[src/rtl/count_monitor.sv]
// Passive checker for the up/down counter: predicts each sample, locks onto the sequence, and reports mismatches and wraps.
// Define COUNT_MONITOR_PRED_EN to expose the registered prediction on o_pred.
module count_monitor #(
    parameter int COUNT_WD = 8,
    parameter int ERR_WD   = 8,
    parameter int LOCK_CNT = 4,
    parameter int LOSS_CNT = 3
) (
    input  logic                i_clk,
    input  logic                i_rstb,
    input  logic [COUNT_WD-1:0] i_count,
    input  logic                i_tm_direction,
    input  logic                i_tm_reset,
    input  logic                i_clr_err,
`ifdef COUNT_MONITOR_PRED_EN
    output logic [COUNT_WD-1:0] o_pred,
`endif
    output logic                o_locked,
    output logic                o_mismatch,
    output logic                o_wrap,
    output logic [ERR_WD-1:0]   o_err_cnt,
    output logic                o_err_sticky
);

    typedef enum logic [1:0] {
        ST_ACQ,
        ST_VERIFY,
        ST_TRACK
    } state_t;

    localparam logic [COUNT_WD-1:0] CNT_MAX   = '1;
    localparam logic [ERR_WD-1:0]   ERR_MAX   = '1;
    localparam logic [3:0]          LOCK_LAST = 4'(LOCK_CNT - 1);
    localparam logic [3:0]          LOSS_LAST = 4'(LOSS_CNT - 1);

    state_t                state_q, state_d;
    logic [COUNT_WD-1:0]   prev_q;
    logic [COUNT_WD-1:0]   pred_q, pred_d;
    logic                  dir_q;
    logic                  trst_q;
    logic [3:0]            good_q, good_d;
    logic [3:0]            miss_q, miss_d;
    logic                  locked_q, locked_d;
    logic                  mismatch_q, mismatch_d;
    logic                  wrap_q, wrap_d;
    logic [ERR_WD-1:0]     err_q, err_d;
    logic                  sticky_q, sticky_d;

    logic                  match;
    logic                  wrap_seen;

    // Prediction for the next sample is formed now and registered, so pred_q
    // always belongs to the sample currently on i_count.
    assign pred_d = i_tm_reset     ? '0 :
                    i_tm_direction ? i_count - COUNT_WD'(1) :
                                     i_count + COUNT_WD'(1);

    assign match = (i_count == pred_q);

    // A counter clear landing on zero is not a wrap even if prev was max.
    assign wrap_seen = !trst_q &&
                       ((!dir_q && (prev_q == CNT_MAX) && (i_count == '0)) ||
                        ( dir_q && (prev_q == '0)      && (i_count == CNT_MAX)));

    // NOTE: every variable assigned below gets a default first, so no path
    // through the case leaves it unassigned and no latch is inferred.
    always_comb begin
        state_d    = state_q;
        good_d     = good_q;
        miss_d     = miss_q;
        locked_d   = locked_q;
        mismatch_d = 1'b0;
        wrap_d     = 1'b0;
        err_d      = err_q;
        sticky_d   = sticky_q;

        if (i_clr_err) begin
            err_d    = '0;
            sticky_d = 1'b0;
        end

        unique case (state_q)
            ST_ACQ: begin
                good_d   = '0;
                miss_d   = '0;
                locked_d = 1'b0;
                state_d  = ST_VERIFY;
            end

            ST_VERIFY: begin
                if (match) begin
                    if (good_q == LOCK_LAST) begin
                        good_d   = '0;
                        locked_d = 1'b1;
                        state_d  = ST_TRACK;
                    end else begin
                        good_d = good_q + 4'd1;
                    end
                end else begin
                    good_d = '0;
                end
            end

            ST_TRACK: begin
                if (match) begin
                    miss_d = '0;
                    wrap_d = wrap_seen;
                end else begin
                    // A fresh error outranks a coincident clear.
                    mismatch_d = 1'b1;
                    sticky_d   = 1'b1;
                    if (i_clr_err) begin
                        err_d = ERR_WD'(1);
                    end else if (err_q != ERR_MAX) begin
                        err_d = err_q + ERR_WD'(1);
                    end
                    if (miss_q == LOSS_LAST) begin
                        miss_d   = '0;
                        locked_d = 1'b0;
                        state_d  = ST_ACQ;
                    end else begin
                        miss_d = miss_q + 4'd1;
                    end
                end
            end

            default: begin
                state_d = ST_ACQ;
            end
        endcase
    end

    // NOTE: state registers use non-blocking assignments so every register
    // samples the pre-edge values regardless of statement order.
    always_ff @(posedge i_clk or negedge i_rstb) begin
        if (!i_rstb) begin
            state_q    <= ST_ACQ;
            prev_q     <= '0;
            pred_q     <= '0;
            dir_q      <= 1'b0;
            trst_q     <= 1'b0;
            good_q     <= '0;
            miss_q     <= '0;
            locked_q   <= 1'b0;
            mismatch_q <= 1'b0;
            wrap_q     <= 1'b0;
            err_q      <= '0;
            sticky_q   <= 1'b0;
        end else begin
            state_q    <= state_d;
            prev_q     <= i_count;
            pred_q     <= pred_d;
            dir_q      <= i_tm_direction;
            trst_q     <= i_tm_reset;
            good_q     <= good_d;
            miss_q     <= miss_d;
            locked_q   <= locked_d;
            mismatch_q <= mismatch_d;
            wrap_q     <= wrap_d;
            err_q      <= err_d;
            sticky_q   <= sticky_d;
        end
    end

    assign o_locked     = locked_q;
    assign o_mismatch   = mismatch_q;
    assign o_wrap       = wrap_q;
    assign o_err_cnt    = err_q;
    assign o_err_sticky = sticky_q;

`ifdef COUNT_MONITOR_PRED_EN
    assign o_pred = pred_q;
`else
    // Prediction stays internal in the default build.
`endif

endmodule

[config.mk]
export PLATFORM = sky130hd
export DESIGN_NAME = count_monitor
export DESIGN_NICKNAME = d
export VERILOG_FILES = /design/src/rtl/count_monitor.sv
export SDC_FILE = /design/constraint.sdc
export NUM_CORES = 1
export LEC_CHECK = 0
export BUFFER_PORTS_ARGS = -buffer_cell sky130_fd_sc_hd__buf_2
export CAP_MARGIN = 20
export CORE_ASPECT_RATIO = 0.9
export CORE_MARGIN = 1.5
export CORE_UTILIZATION = 40
export CTS_BUF_LIST = sky130_fd_sc_hd__clkbuf_2
export DETAILED_ROUTE_END_ITERATION = 8
export GPL_TIMING_DRIVEN = 0
export SYNTH_ARGS = -nofsm -noshare
export SYNTH_HDL_FRONTEND = slang
export SYNTH_SLANG_ARGS = --single-unit
[constraint.sdc]
create_clock -name i_clk -period 2.15 [get_ports i_clk]
set_input_delay 0.43 -clock i_clk [delete_from_list [all_inputs] [get_ports i_clk]]
set_output_delay 0.43 -clock i_clk [all_outputs]
set_load 0.01 [all_outputs]
## Word level (Yosys, flattened, before mapping)

Index checks and enable logic that the tools add are counted.

| operators by class | value |
|---|---|
| multiplexer cells | 30 |
| eq/ne operators | 12 |
| add/sub/neg operators | 5 |
| reductions and logical operators | 16 |

Operator list:

| cell | number |
|---|---|
| 2-to-1 mux 8 bit | 7 |
| adder 8 x 1 -> 8 bit, second input constant | 2 |
| == test 8 bit, second input constant | 2 |
| logical NOT 8 bit | 2 |
| 2-to-1 mux 4 bit | 4 |
| case mux 4 bit (2 select lines) | 2 |
| 2-to-1 mux 1 bit | 11 |
| adder 4 x 1 -> 4 bit, second input constant | 2 |
| == test 4 x 2 -> 1 bit, second input constant | 2 |
| == test 8 bit | 1 |
| 2-to-1 mux 2 bit | 4 |
| inequality test 2 bit, second input constant | 4 |
| inequality test 8 bit, second input constant | 1 |
| subtractor 8 x 1 -> 8 bit, second input constant | 1 |
| case mux 2 bit (3 select lines) | 1 |
| logical AND 1 bit | 5 |
| AND reduction 5 bit | 1 |
| AND reduction 4 bit | 1 |
| nonzero test 2 bit | 2 |
| case mux 1 bit (3 select lines) | 1 |
| nonzero test 3 bit | 1 |
| == test 2 x 1 -> 1 bit, second input constant | 1 |
| == test 2 bit, second input constant | 1 |
| logical NOT 1 bit | 2 |
| other kinds (2) | 2 |

| storage, ports and cells | value |
|---|---|
| logic and storage cells | 75 |
| output and inout bits | 12 |
| bits of input ports | 13 |
| bits in registers | 40 |

## Longest topological paths before layout

Gate-level depths: netlist of the first run.

| logic depth | value |
|---|---|
| depth after elaboration | 7 |
| depth in mapped cells | 7 |
| depth with buffers taken out | 6 |

## Least setup slack after synthesis of the first run

Ideal clock, no wire load.

| timing path | value |
|---|---|
| path type | reg-to-reg |
| start point | register err_q[0] (netlist: o_err_cnt[0]) |
| end point | register err_q[3] (netlist: o_err_cnt[3]) |
| library setup time | 0.125 ns |
| slack | 0.409 ns |
| clock period less this slack | 1.741 ns |
| data required time | 2.025 ns |
| data arrival time | 1.617 ns |
| buffers on the path | 0 |
| stages on the path, launching flop included | 6 |
| cells stage by stage | dfrtp_1 > ha_1 > and4_1 > and4_1 > nor3_1 > mux2_2 |

| between the ends | value |
|---|---|
| longest elaborated chain between the ends | 5 |

Ends and longest elaborated chain:

| item | line | RTL |
|---|---|---|
| start, declared | 46 | `logic [ERR_WD-1:0] err_q, err_d;` |
| start signal, assigned | 160 | `err_q <= err_d;` |
| adder 8 x 1 -> 8 bit or inequality test 8 bit (tied branches) | 115, 114 |  |
| 2-to-1 mux 8 bit * | 114 | `end else if (err_q != ERR_MAX) begin` |
| 2-to-1 mux 8 bit * | 112 | `if (i_clr_err) begin` |
| 2-to-1 mux 8 bit * | 105 | `if (match) begin` |
| 2-to-1 mux 8 bit * | 82 | `unique case (state_q)` |
| net err_d[3] | 46 |  |

The timed path passes the listed nets; every way through them passes the cells marked *.
A chain may end at the register's enable or synchronous reset.

## Worst setup path after layout of the first run

Ends and elaborated chain as after synthesis.

==> summary.md, run 1 <==
| Metric | Value |
|---|---|
| Vias | 1,630 |
| Multi-input logic area | around 1000 sq um |
| Pwr Density | around 630 nW/um^2 |
| Crit path time final | 1900 ps |
| Total wire length | 4.21 mm |
| Die W | approximately 79 um |
| Die ar. | 5690 sq um |
| Flop and latch count out of synthesis | 40 |
| Nets | 260 |
| Final Instance Area | around 2400 sq um |
| Vias in the first global route | about 1,600 |
| Synth area leader | dfrtp_1 |
| Place WS | around 220 ps |
| Total power | around 1500 uW |
| Final Skew | 23.4 ps |
| Setup CP Type | flip-flop to flip-flop |
| Tot GR Track Use | approximately 17% |
| Post-synthesis average cell area | between 10 and 15 sq um |
| Worst rel slew slack | between 40% and 50% |
| Slew Viols, Final | 0 |
| CTS Sinks | 40 |
| Fmax | around 0.53 GHz |
| Setup TNS | 0 ps |
| Drt first pass iters | 4 |
| Worst-Margin Slew | 866 ps |
| FILL cells | roughly 490 |
| Ys async rst share | 100% |
| Total CTS buffers | 5 |
| Sequential-to-total area share from yosys stat | between 40% and 50% |
| Die H | 71.7 um |
| Number of max-cap violations | 0 |
| Total setup buffers inserted after CTS | 0 |
| Final setup fails | 0 |
| Worst-path fanout max | 5 |
| Clock Tree Buf Depth | 2 |
| Worst hold path type | input port to async pin |
| Top-count cell post-synth | dfrtp_1 |
| CTS tree | done |
| Antenna violations before repair | 0 |
| Antenna diode count | 0 |
| Total congestion overflow | 0 |
| Unrepaired setup endpoints after global routing | no |
| Clk pin slew, worst setup/hold paths | approximately 210 ps |
| Pleak | 0.00105 uW |
| WP data required | around 2500 ps |
| Startpoint types | flip-flop |
| Yosys Warn Count | 0 |
| EDFF count, synth | 0 |
| Cts repair resizes | 0 |
| Top cell type's share of synthesized area | roughly 48% |
| Core region area | a little under 5000 sq um |
| Top post-synthesis cells by area | dfrtp_1, ha_1, xnor2_1 |
| Setup crit end kind | flip-flop |
| Antenna-violating nets left | 0 |
| Status | finished, final reports clean |
| Boundary Pins | 25 |
| CTS Hold Bufs | 0 |
| Crit path DAT | 2210 ps |
| H-tree depth | 2 |
| Synthesized area | between 2000 and 2500 sq um |
| Dpl cell area | around 2300 sq um |
| FF/Latch Area | about 1000 sq um |
| Routed len/inst | roughly 14 um |
| Area Overhead vs Synth | 13.7% |
| DRC | 0 |
| Mapped Cells | 205 |
| Vias per cell | 5.42 |
| Final hold vios | 0 |
| Skew-Pair Late Insertion Delay | slightly below 400 ps |
| Final GP Congestion | 0.740 |
| Largest net degree at the start of global routing | ~40 |
| Worst Slack Setup Final | roughly 250 ps |
| Top_reg_cell synth | dfrtp_1 |
| Number of port buffers | 24 |
| Net count after synthesis | 229 |
| Layout cells sized above 1 | ~16% |
| First-pass GRT wire length | 7.44 mm |
| DP HPWL | 3.06 mm |
| Yosys cell types | 53 |
| Worst IR drop on VDD | just over 0.3 mV |
| Period utilization | between 80 and 90% |
| # rows | 24 |
| Synth top cells by count | dfrtp_1, nor2_1, nand2_1 |
| Root buffer cell | clkbuf_2 |
| Initial core utilization | 42.3% |
| DR iter-0 viols | 64 |
==> where the power goes <==
part           total (uW)  switching (uW)  internal (uW)
registers             793            12.6            780
logic                 163            91.8           71.7
clock network         551             244            307
total                1510             348           1160
==> stage by stage <==
stage | instances | util [%] | hold slack, ps
detailed placement | 294 | 46.4 | 408
CTS | 301 | 48.1 | 143
finish | 301 | 48.1 | 114
global route | 301 | 48.1 | 152
global placement | 294 | 46.4 | 390
floorplan | 205 | - | 134
==> layout make-up <==
class | instances | area share (%)
plain buffers | 6 | 1.31
clock buffers | 5 | 1.05
clock inverters | 2 | 2.52
multi-input cells | 152 | 43.6
inverters | 7 | 1.10
repair buffers | 24 | 5.04
well taps | 65 | 3.41
flip-flops and latches | 40 | 42.0
==> worst paths after layout <==
| check | slack (ps) | startpoint | end | cells past startpoint |
|---|---|---|---|---|
| worst max-delay path | 250 | o_err_cnt[0]$_DFF_PN0_ | o_err_cnt[3]$_DFF_PN0_ | 5 |
| worst min-delay path | 110 | i_rstb | state_q[1]$_DFFE_PN0P_ | 1 |
| worst max register to register | 250 | o_err_cnt[0]$_DFF_PN0_ | o_err_cnt[3]$_DFF_PN0_ | 5 |
| worst min register to register | 430 | trst_q$_DFF_PN0_ | o_wrap$_DFF_PN0_ | 1 |
| max in group asynchronous | 1480 | i_rstb | prev_q[5]$_DFF_PN0_ | 1 |
| min in group i_clk | 170 | i_tm_reset | trst_q$_DFF_PN0_ | 1 |
==> layout by cell type, fill, tap and decap left out, types with 2 or more instances in the layout <==
| master | n |
|---|---|
| nand4_1 | 7 |
| o211ai_1 | 2 |
| clkbuf_2 | 5 |
| clkbuf_1 | 4 |
| a21oi_1 | 5 |
| nor3b_1 | 4 |
| buf_2 | 25 |
| and4_1 | 2 |
| bufinv_16 | 2 |
| a31oi_1 | 5 |
| xnor2_1 | 12 |
| o22ai_1 | 2 |
| o21ai_0 | 7 |
| mux2_2 | 2 |
| o31ai_1 | 2 |
| nor2_1 | 14 |
| nor3_1 | 11 |
| nand2_1 | 13 |
| nor4b_1 | 2 |
| inv_1 | 6 |
| nand2b_1 | 5 |
| ha_1 | 10 |
| nand3_1 | 9 |
| o21a_1 | 2 |
| nor2b_1 | 6 |
| dfrtp_1 | 40 |
| and3_1 | 2 |
| nor4_1 | 3 |
==> kinds of logic after synthesis <==
| family | after synthesis | synth area share [%] |
|---|---|---|
| XOR/XNOR | 13 | 5.43 |
| AO/OA/AOI/OAI | 36 | 11.6 |
| flip-flops | 40 | 47.7 |
| AND/OR/NAND/NOR | 89 | 24.0 |
| multiplexers | 3 | 1.55 |
| buffers and inverters | 13 | 2.74 |
| adder cells (fa/ha/maj) | 11 | 6.92 |
==> critical path, stage by stage (launching register included) <==
cell and delay, ps:
dfrtp_1 480, ha_1 250, and4_1 250, and4_1 260
nor3_1 220, mux2_2 360
==> flip-flops by register name, summed over array words and instances, names as in the netlist <==
signal,cells
o_err_cnt,8
pred_q,8
prev_q,8
good_q,4
miss_q,4
state_q,2
dir_q,1
o_err_sticky,1
o_locked,1
o_mismatch,1
o_wrap,1
trst_q,1
==> routing by layer <==
layer	vias to the layer above	part of all wire [%]	routed length [um]	global-route usage, %
met5	-	0	0	0
met4	0	1.4	57	6.43
met3	5	2.3	97	2.80
met2	18	45	1910	26.8
met1	790	51	2140	22.8
li1	817	-	-	-
Note: power is estimated with default switching activity, not from simulation.
==> inputs of run 2 (changes only) <==
- CORE_MARGIN: 1.5 -> 2
==> run 2 against run 1 <==
Global-route usage shrank 0.56 points. First-iteration DRC count unchanged. Count of clock-buffer cells in the layout did not move. Non-clock buffer count is the same. Sequential cell count did not move. Largest power group unchanged. Highest routed layer unchanged.
==> summary.md, run 2 (synthesized netlist as in run 1, its figures left out) <==
| Metric | Value |
|---|---|
| Drt first pass iters | 4 |
| Worst rel slew slack | between 40% and 50% |
| Total wire length | between 4 and 5 mm |
| Root buffer cell | clkbuf_2 |
| DP HPWL | around 3.0 mm |
| H-tree depth | 2 |
| Worst IR drop on VDD | 0.240 mV |
| Vias | between 1,500 and 2,000 |
| Unrepaired setup endpoints after global routing | no |
| CP Buf/Inv Count | 0 |
| Vias per cell | roughly 5.4 |
| DRC | 0 |
| Setup crit end kind | flip-flop |
| Final GP Congestion | about 0.76 |
| Pwr Density | roughly 630 nW/um^2 |
| CTS Sinks | 40 |
| Largest net degree at the start of global routing | between 40 and 50 |
| Number of max-cap violations | 0 |
| Die ar. | between 5000 and 6000 sq um |
| Crit path DAT | 2200 ps |
| CP max stage delay | 480 ps |
| CTS Hold Bufs | 0 |
| Tot GR Track Use | around 16% |
| Worst-Margin Slew | 885 ps |
| Boundary Pins | 25 |
| Final hold vios | 0 |
| Slowest-stage cell, CP | dfrtp_1 |
| Clk pin slew, worst setup/hold paths | around 210 ps |
| Period utilization | 88.2% |
| Initial core utilization | between 40 and 50% |
| # rows | 24 |
| Fmax | about 0.53 GHz |
| Antenna diode count | 0 |
| Total power | 1510 uW |
| CP top delay family | simple AND/OR/NAND/NOR gates |
| Crit path time final | roughly 1900 ps |
| Cts repair resizes | 0 |
| Number of port buffers | 24 |
| DR iter-0 viols | 64 |
| Slew Viols, Final | 0 |
| WP data required | approximately 2500 ps |
| Commonest non-fill, non-tap cell in the layout | dfrtp_1 |
| Die W | 80.3 um |
| Crit path top cell by count | and4_1 |
| Clock Tree Buf Depth | 2 |
| Routed len/inst | 13.9 um |
| Skew-Pair Late Insertion Delay | roughly 380 ps |
| Final Skew | about 13 ps |
| CTS tree | done |
| Worst hold path type | input port to async pin |
| Total setup buffers inserted after CTS | 0 |
| Area Overhead vs Synth | 13.7% |
| Total congestion overflow | 0 |
| Total CTS buffers | 5 |
| Startpoint types | flip-flop |
| Core region area | about 5000 sq um |
| Setup TNS | 0 ps |
| Layout cells sized above 1 | 16.1% |
| Nets | 260 |
| Worst path cell trace | ha_1, and4_1, and4_1, nor3_1, mux2_2 |
| Hold Slack | around 130 ps |
| Antenna violations before repair | 0 |
| Pleak | 0.00105 uW |
| Worst-path fanout max | 5 |
| Setup CP Type | flip-flop to flip-flop |
| Die H | approximately 73 um |
| Status | finished, final reports clean |
| First-pass GRT wire length | around 7.4 mm |
| Final setup fails | 0 |
| Vias in the first global route | 1,583 |
| Commonest cells after routing, fill and taps aside | dfrtp_1, buf_2, nor2_1 |
| Antenna-violating nets left | 0 |
[run 2: layout make-up]
type	count	area, sq um
clock inverters	2	60.1
multi-input cells	152	1040
flip-flops and latches	40	1000
repair buffers	24	120
inverters	7	26.3
plain buffers	6	31.3
well taps	65	81.3
fillers	475	2570
clock buffers	5	25.0
[run 2: worst register-to-register path: stages (launching register included)]
cell	delay, ps
dfrtp_1	480
ha_1	250
and4_1	250
and4_1	250
nor3_1	220
mux2_2	360
[run 2: power breakdown]
group          internal (uW)  leakage, uW  switching, uW  total (uW)
Clock                    307    0.0000490            247         554
Combinational           71.9     0.000481           93.5         165
Sequential               780     0.000522           12.4         793
Total                   1160      0.00105            353        1510
[run 2: path summary, 6_finish.rpt]
path	slack (ps)	cells past startpoint	start	end
worst max-delay path	250	5	o_err_cnt[0]$_DFF_PN0_	o_err_cnt[3]$_DFF_PN0_
worst min-delay path	130	1	i_rstb	o_err_cnt[2]$_DFF_PN0_
worst max register to register	250	5	o_err_cnt[0]$_DFF_PN0_	o_err_cnt[3]$_DFF_PN0_
worst min register to register	420	1	trst_q$_DFF_PN0_	o_wrap$_DFF_PN0_
max in group asynchronous	1470	1	i_rstb	pred_q[4]$_DFF_PN0_
min in group i_clk	180	1	i_tm_reset	trst_q$_DFF_PN0_
[run 2: metrics by stage]
stage / setup WS (ps) / cell area (sq um) / instances / util, %
after floorplan: 409 / 2100 / 205 / -
after global placement: 222 / 2300 / 294 / 46.4
after detailed placement: 231 / 2300 / 294 / 46.4
after CTS: 266 / 2380 / 301 / 48.1
after global routing: 130 / 2380 / 301 / 48.1
final: 254 / 2380 / 301 / 48.1
[run 2: metal layers]
layer | track usage (%) | share of wire, % | up-vias
met5 | 0 | 0 | -
met4 | 5.84 | 0.81 | 0
met3 | 3.59 | 3.3 | 2
met2 | 25.5 | 46 | 28
met1 | 22.1 | 50 | 777
li1 | - | - | 816
==> inputs of run 3 (changes only) <==
--- a/config.mk
+++ b/config.mk
@@ -14,4 +14,5 @@
 export DETAILED_ROUTE_END_ITERATION = 8
 export GPL_TIMING_DRIVEN = 0
+export MAX_ROUTING_LAYER = met4
 export SYNTH_ARGS = -nofsm -noshare
 export SYNTH_HDL_FRONTEND = slang
==> constraint.sdc (replaced) <==
create_clock -name i_clk -period 2.15 [get_ports i_clk]
set_input_delay 0.43 -clock i_clk [delete_from_list [all_inputs] [get_ports i_clk]]
set_output_delay 0.43 -clock i_clk [all_outputs]
set_load 0.005 [all_outputs]
==> run 3 against run 2 <==
Combinational power is essentially flat. Non-clock buffer count is the same. Routed wire length shrank 0.72%. Die area is the same. Sequential share of layout area is the same. Worst hold slack is essentially flat. Power is essentially flat.
==> summary.md, run 3 (synthesized netlist as in run 1, its figures left out) <==
| Metric | Value |
|---|---|
| Vias in the first global route | ~1,600 |
| CTS Sinks | 40 |
| Tot GR Track Use | roughly 17% |
| Worst IR drop on VDD | ~0.24 mV |
| Antenna violations before repair | 0 |
| Nets | 260 |
| Reg2reg setup slack | 260 ps |
| Pwr Density | about 630 nW/um^2 |
| Vias | around 1,600 |
| Period utilization | 87.9% |
| Placed cell count | between 200 and 300 |
| Clock power frac | 36.6% |
| Area Overhead vs Synth | 13.7% |
| Vias per cell | between 5 and 6 |
| Final Skew | 16.3 ps |
| Crit path DAT | 2200 ps |
| Skew-Pair Late Insertion Delay | around 380 ps |
| Routed len/inst | about 14 um |
| Unrepaired setup endpoints after global routing | no |
| Gate power share | between 10% and 20% |
| Worst-Margin Slew | 887 ps |
| Crit path time final | 1890 ps |
| CTS Hold Bufs | 0 |
| H-tree depth | 2 |
| Layout cells sized above 1 | 16.1% |
| Number of max-cap violations | 0 |
| Commonest non-fill, non-tap cell in the layout | dfrtp_1 |
| Total setup buffers inserted after CTS | 0 |
| Die ar. | about 5800 sq um |
| Setup crit end kind | flip-flop |
| Pleak | between 0.001 and 0.0015 uW |
| Final hold vios | 0 |
| Antenna diode count | 0 |
| Clk pin slew, worst setup/hold paths | 210 ps |
| Int Power | 1160 uW |
| Root buffer cell | clkbuf_2 |
| Number of port buffers | 24 |
| Sw Ratio | 23.3% |
| DP HPWL | roughly 3.0 mm |
| Setup CP Type | flip-flop to flip-flop |
| FILL cells | about 480 |
| Boundary Pins | 25 |
| Worst rel slew slack | between 40% and 50% |
| Die H | 72.7 um |
| WP data required | 2460 ps |
| Die W | about 80 um |
| Fmax | 0.529 GHz |
| Register-to-Register Path Depth | 5 |
| Startpoint types | flip-flop |
| Total congestion overflow | 0 |
| Antenna-violating nets left | 0 |
| DRC | 0 |
| Setup TNS | 0 ps |
| Largest net degree at the start of global routing | 41 |
| Worst hold path type | input port to async pin |
| Drt first pass iters | 4 |
| Status | finished, final reports clean |
| Final setup fails | 0 |
| Reg-to-reg endpoint | o_err_cnt[3]$_DFF_PN0_ |
| CTS tree | done |
| DR iter-0 viols | 53 |
| Total CTS buffers | 5 |
| Seq pwr share | 52.5% |
| Core region area | between 4000 and 5000 sq um |
| First-pass GRT wire length | between 7 and 8 mm |
| Post-route insts no fill | 301 |
| Worst-path fanout max | 5 |
| Cts repair resizes | 0 |
| Initial core utilization | 42.3% |
| Worst flop-to-flop path startpoint | o_err_cnt[0]$_DFF_PN0_ |
| Switching pwr | around 350 uW |
| Total wire length | 4.15 mm |
| # rows | 24 |
| Slew Viols, Final | 0 |
| Commonest cells after routing, fill and taps aside | dfrtp_1, buf_2, nor2_1 |
| Final GP Congestion | just under 0.8 |
| Clock Tree Buf Depth | 2 |
## run 3: cell counts in the layout (fill, tap and decap cells not counted)
Identical to the previous run, type by type.
## run 3: layer usage
| metal | vias to the layer above | global-route usage (%) | part of all wire, % |
|---|---|---|---|
| met2 | 32 | 25.5 | 46 |
| met4 | 0 | 5.84 | 0.82 |
| met3 | 2 | 3.59 | 3.5 |
| met5 | - | - | 0 |
| met1 | 767 | 22.2 | 49 |
| li1 | 816 | - | - |
## run 3: stage by stage
step / util [%] / worst slack, ps / power, uW / area, sq um / hold slack (ps)
global placement: 46.4 / 222 / 971 / 2300 / 389
finish: 48.1 / 261 / 1510 / 2380 / 132
detailed placement: 46.4 / 231 / 976 / 2300 / 395
floorplan: - / 438 / 911 / 2100 / 134
global route: 48.1 / 130 / 1580 / 2380 / 139
CTS: 48.1 / 266 / 1530 / 2380 / 148
## run 3: worst max path at each step
stage | from | to | cells after the start
final | o_err_cnt[0]$_DFF_PN0_ | o_err_cnt[3]$_DFF_PN0_ | 5
after global routing | o_err_cnt[0]$_DFF_PN0_ | o_err_cnt[3]$_DFF_PN0_ | 5
after CTS | o_err_cnt[0]$_DFF_PN0_ | o_err_cnt[3]$_DFF_PN0_ | 5
after detailed placement | i_count[0] | good_q[0]$_DFFE_PN0N_ | 6
after global placement | i_count[0] | good_q[0]$_DFFE_PN0N_ | 6
after floorplan | o_err_cnt[0]$_DFF_PN0_ | o_err_cnt[3]$_DFF_PN0_ | 5
## run 3: layout make-up
| class | instances | area (sq um) | area share, % |
|---|---|---|---|
| multi-input cells | 152 | 1040 | 43.6 |
| clock inverters | 2 | 60.1 | 2.52 |
| clock buffers | 5 | 25.0 | 1.05 |
| well taps | 65 | 81.3 | 3.41 |
| plain buffers | 6 | 31.3 | 1.31 |
| repair buffers | 24 | 120 | 5.04 |
| flip-flops and latches | 40 | 1000 | 42.0 |
| inverters | 7 | 26.3 | 1.10 |
## run 3: power groups by stage
stage	clock (uW)	combinational, uW	sequential (uW)
finish	553	165	793
global route	597	191	796
CTS	568	170	793
detailed placement	0	169	807
global placement	0	165	806
floorplan	0	107	804
## run 3: worst max-delay path, stage by stage (launching register included)
cell and delay [ps]:
dfrtp_1 480, ha_1 250, and4_1 250, and4_1 250, nor3_1 220, mux2_2 360
